<file path="config.mk">
export PLATFORM = sky130hd
export DESIGN_NAME = time_keeper
export DESIGN_NICKNAME = d
export VERILOG_FILES = /design/src/rtl/time_keeper.sv
export SDC_FILE = /design/constraint.sdc
export NUM_CORES = 1
export LEC_CHECK = 0
export ABC_AREA = 1
export ABC_CLOCK_PERIOD_IN_PS = 2700
export CAP_MARGIN = 10
export CORE_AREA = 2 2 96 98
export CTS_CLUSTER_DIAMETER = 100
export CTS_CLUSTER_SIZE = 14
export DETAILED_ROUTE_END_ITERATION = 6
export DIE_AREA = 0 0 98 100
export GPL_ROUTABILITY_DRIVEN = 0
export HOLD_SLACK_MARGIN = 0.02
export PLACE_DENSITY = 0.54
export SYNTH_ARGS = -nofsm -noshare
export SYNTH_HDL_FRONTEND = slang
export SYNTH_SLANG_ARGS = --single-unit
</file>
<file path="constraint.sdc">
create_clock -name clk -period 2.7 [get_ports clk]
set_clock_uncertainty 0.05 [all_clocks]
set_input_delay 0.54 -clock clk [delete_from_list [all_inputs] [get_ports clk]]
set_output_delay 0.54 -clock clk [all_outputs]
set_load 0.05 [all_outputs]
</file>
<file path="src/rtl/time_keeper.sv">
// time_keeper: 1 Hz prescaler plus hh:mm:ss counters with adjust pulses.
// Optional alarm registers and ports are added when CLOCK_ALARM_EN is defined.
module time_keeper #(
  parameter int unsigned CLK_HZ = 100000000
) (
  input  logic       clk,
  input  logic       reset,
  input  logic       run,
  input  logic       up_seg,
  input  logic       up_min,
  input  logic       up_hour,
  input  logic       down_seg,
  input  logic       down_min,
  input  logic       down_hour,
`ifdef CLOCK_ALARM_EN
  input  logic       alarm_set,
  input  logic       alarm_ack,
  output logic [5:0] alarm_min,
  output logic [4:0] alarm_hour,
  output logic       alarm_hit,
`endif
  output logic [5:0] sec,
  output logic [5:0] min,
  output logic [4:0] hour,
  output logic       sec_tick
);
  function automatic logic [5:0] step6(input logic [5:0] v, input logic up, input logic dn);
    return (up && !dn) ? ((v == 6'd59) ? 6'd0 : v + 6'd1) :
           (dn && !up) ? ((v == 6'd0) ? 6'd59 : v - 6'd1) : v;
  endfunction
  function automatic logic [4:0] step5(input logic [4:0] v, input logic up, input logic dn);
    return (up && !dn) ? ((v == 5'd23) ? 5'd0 : v + 5'd1) :
           (dn && !up) ? ((v == 5'd0) ? 5'd23 : v - 5'd1) : v;
  endfunction
  logic [31:0] pre;
  logic        to_time, wrap, edit, tick;
  logic [5:0]  sec_n, min_n;
  logic [4:0]  hour_n;
`ifdef CLOCK_ALARM_EN
  assign to_time = ~alarm_set;
`else
  assign to_time = 1'b1;
`endif
  assign wrap = run && (pre == 32'(CLK_HZ - 1));
  assign edit = to_time && |{up_seg, up_min, up_hour, down_seg, down_min, down_hour};
  // an edit swallows a tick landing in the same cycle
  assign tick = wrap && !edit;
  always_comb begin
    sec_n  = (sec > 6'd59) ? 6'd0 : edit ? step6(sec, up_seg, down_seg) :
             tick ? ((sec == 6'd59) ? 6'd0 : sec + 6'd1) : sec;
    min_n  = (min > 6'd59) ? 6'd0 : edit ? step6(min, up_min, down_min) :
             (tick && sec == 6'd59) ? ((min == 6'd59) ? 6'd0 : min + 6'd1) : min;
    hour_n = (hour > 5'd23) ? 5'd0 : edit ? step5(hour, up_hour, down_hour) :
             (tick && sec == 6'd59 && min == 6'd59) ? ((hour == 5'd23) ? 5'd0 : hour + 5'd1) : hour;
  end
  always_ff @(posedge clk) begin
    if (reset) begin
      pre      <= '0;
      sec      <= '0;
      min      <= '0;
      hour     <= '0;
      sec_tick <= 1'b0;
    end else begin
      pre      <= (!run || wrap || edit) ? 32'd0 : pre + 32'd1;
      sec      <= sec_n;
      min      <= min_n;
      hour     <= hour_n;
      sec_tick <= tick;
    end
  end
`ifdef CLOCK_ALARM_EN
  logic hit;
  assign hit = tick && sec_n == 6'd0 && min_n == alarm_min && hour_n == alarm_hour;
  always_ff @(posedge clk) begin
    if (reset) begin
      alarm_min  <= '0;
      alarm_hour <= '0;
      alarm_hit  <= 1'b0;
    end else begin
      alarm_min  <= (alarm_min > 6'd59) ? 6'd0 :
                    alarm_set ? step6(alarm_min, up_min, down_min) : alarm_min;
      alarm_hour <= (alarm_hour > 5'd23) ? 5'd0 :
                    alarm_set ? step5(alarm_hour, up_hour, down_hour) : alarm_hour;
      alarm_hit  <= hit ? 1'b1 : alarm_ack ? 1'b0 : alarm_hit;
    end
  end
`endif
endmodule

</file>
==> metrics.md <==
| Metric | Value |
|---|---|
| Worst-path clk slew | 90 ps |
| CTS tree | built |
| Most frequent cell after synthesis | nand2_1 |
| IO Port Bufs | 26 |
| Clk Latency, worst-skew pair | 300 ps |
| Setup TNS Final | 0 ps |
| Root Driver | clkbuf_8 |
| Slew Viols, Final | 0 |
| Critical path endpoint category | output port |
| Largest net degree at the start of global routing | 22 |
| DRC Markers | 0 |
| Number of synthesized flops with an enable pin | 0 |
| Die Y-Extent | 100 um |
| Crit path from | sec[4] |
| Net Count, Synth | between 500 and 600 |
| Int Power | 1.26 mW |
| Layout cells sized above 1 | under 10% |
| Combinational share of power | between 20% and 30% |
| Routed len/inst | 11.6 um |
| Fill count | 962 |
| Reg2reg start | pre[0] |
| RSZ-0062 raised after global routing | false |
| Total wire length | 7800 um |
| Max Freq | 437 MHz |
| Vias in the first global route | about 2900 |
| Post-synth top area cell | dfxtp_1 |
| Tcrit/Tclk final | 84.7% |
| Max rail drop VDD | 253 uV |
| Reg2Reg Depth | 10 |
| Synthesis Warnings | 0 |
| Core box area | 0.00889 mm2 |
| CP Cell Sequence | clkdlybuf4s50_1 |
| Setup bufs post-CTS | 0 |
| TritonCTS buffer count | 5 |
| Reg2Reg Setup Slack | 620 ps |
| # IOs | 27 |
| Post-CTS Hold Fix Bufs | 0 |
| Power density over cell area | 493 mW/mm2 |
| Seq pwr share | between 40% and 50% |
| Final Hold Fails | 0 |
| Final ANT Viol Nets | 0 |
| Syn_area_per_cell | 6.41 um2 |
| Post-layout net count | 577 |
| Post-cts sizing count | 0 |
| Post-synthesis async set-or-reset flop share | 0% |
| Synth top area cells | dfxtp_1 (29%), nand2_1 (13%), nor2_1 (9.2%), inv_1 (8.3%), nand3_1 (5.9%) |
| H-tree level count | 2 |
| CTS Buffer Depth | 2 |
| Synth unique cells | 33 |
| Std-Cell Rows | 35 |
| Sink Count | 50 |
| Delay-heaviest family, CP | buffers and inverters |
| Dpl hpwl | 6070 um |
| Worst setup path class | flip-flop to output port |
| Critical Path Stages | 1 |
| Dpl ws | 198 ps |
| Ys flop type | dfxtp_1 |
| CP max FO | 9 |
| Placed cell areas | 0.00378 mm2 |
| Synthesized area | 0.00342 mm2 |
| Critical Path Source Type | flip-flop |
| Rel. slew slack | 41.6% |
| Crit path buffers/inverters | 1 |
| Final worst slack | 414 ps |
| CP required | 2110 ps |
| GRT Util Overall | approximately 16% |
| Post-DR vias/cell | 4.88 |
| Sequential share of the synthesized area | ~29% |
| Slowest CP cell | clkdlybuf4s50_1 |
| Leak | approximately 1.5 nW |
| Tmin final | 2290 ps |
| Die Width | 98 um |
| Maxcap violations | 0 |
| Worst setup path endpoint | sec[4] |
| Clk network pwr share | 27.7% |
| Outcome | completed |
| Die area | 0.00980 mm2 |
| Endpoints failing setup | 0 |
| P_sw | 658 uW |
| Cells after synthesis | 534 |
| DRT iter0 DRCs | 144 |
| Hold WC Path Type | flip-flop to flip-flop |
| Yosys top cell area share | around 29% |
| Pwr Total | roughly 1.9 mW |
| Initial Utilization | between 30% and 40% |
| DR pass1 iterations | 4 |
| Initial antenna violation count | 0 |
| Reg2reg end | hour[4] |
| Synth-to-Final Area Change | 13.6% |
| Switching share of power | 34.3% |
| Final core utilization | between 40% and 50% |
| CP max stage delay | 880 ps |
| Synth Register Bits | 50 |
| Total congestion overflow | 0 |
| Crit path DAT | around 1700 ps |
| First-pass GRT wire length | 13600 um |
| Diode count | 0 |
| Synth cell count leaders | nand2_1 (122), nor2_1 (84), inv_1 (76) |
| Fin area | 0.00389 mm2 |
| Total number of vias | 3274 |
| Worst-Margin Slew | approximately 870 ps |
area by class of cell:
class	instances	area, um2	area share, %
tap	111	139	3.57
clock inverter	2	37.5	0.966
timing repair buffer	29	295	7.60
clock buffer	6	72.6	1.87
inverter	77	289	7.44
sequential	50	1000	25.8
multi-input combinational	396	2050	52.8
placed cells by master (no fill, tap or decap), types with 2 or more instances in the layout:
| cell | synthesis | final |
|---|---|---|
| o21bai_1 | 2 | 2 |
| nand3_1 | 40 | 40 |
| o21ai_2 | 2 | 2 |
| nand4_1 | 13 | 13 |
| nor3_1 | 13 | 13 |
| xor2_1 | 12 | 12 |
| buf_4 | 0 | 2 |
| nor2_1 | 84 | 84 |
| xnor2_1 | 6 | 6 |
| nand2_2 | 4 | 4 |
| nand3b_1 | 7 | 7 |
| ha_1 | 9 | 9 |
| dfxtp_1 | 50 | 50 |
| nor3_2 | 3 | 3 |
| inv_1 | 76 | 76 |
| a21oi_1 | 27 | 27 |
| nand3_4 | 3 | 3 |
| nand3_2 | 2 | 2 |
| clkdlybuf4s50_1 | 0 | 26 |
| o21ai_1 | 5 | 5 |
| nand2_1 | 122 | 122 |
| a211oi_1 | 2 | 2 |
| nor2_4 | 5 | 5 |
| nor2_2 | 7 | 7 |
| o21ai_0 | 21 | 21 |
| clkbuf_8 | 0 | 5 |
worst min path at each step:
stage          startpoint  endpoint  slack [ps]  cells past startpoint
5_1_grt           pre[30]   pre[30]         440                      1
3_5_place_dp      pre[30]   pre[30]         400                      1
3_3_place_gp       pre[0]    pre[0]         390                      1
6_report          pre[30]   pre[30]         410                      1
4_1_cts           pre[30]   pre[30]         410                      1
2_1_floorplan     pre[30]   pre[30]         370                      1
through the flow:
step | cells | hold slack, ps
final | 671 | 411
after global routing | 671 | 439
after CTS | 671 | 414
after detailed placement | 663 | 400
after global placement | 663 | 388
after floorplan | 534 | 375
sequential cells by signal (all words and copies together) (netlist names):
register,count
pre,32
min,6
sec,6
hour,5
sec_tick,1
routing by layer:
| layer | vias to the layer above | part of all wire [%] | GRT usage, % |
|---|---|---|---|
| met4 | 0 | 0.76 | 3.63 |
| li1 | 1750 | - | - |
| met2 | 57 | 45 | 27.3 |
| met5 | - | 0 | 0 |
| met3 | 5 | 3.7 | 2.51 |
| met1 | 1462 | 51 | 22.7 |
logic make-up after synthesis:
logic type                 after synthesis  share of synthesized area, %
AOI/OAI and AO/OA                       63                          9.98
xor gates and xnor gates                18                          4.61
adders and majority gates                9                          3.29
buffers and inverters                   88                          10.8
DFF                                     50                          29.3
and+or+nand+nor                        306                          42.1
power groups by stage:
stage / clock network [mW] / logic (mW) / registers, mW
4_1_cts: 0.554 / 0.558 / 0.830
5_1_grt: 0.582 / 0.622 / 0.839
2_1_floorplan: 0 / 0.313 / 0.944
3_5_place_dp: 0 / 0.555 / 0.847
3_3_place_gp: 0 / 0.554 / 0.847
6_report: 0.531 / 0.557 / 0.830
(Power assumes the default switching activity.)
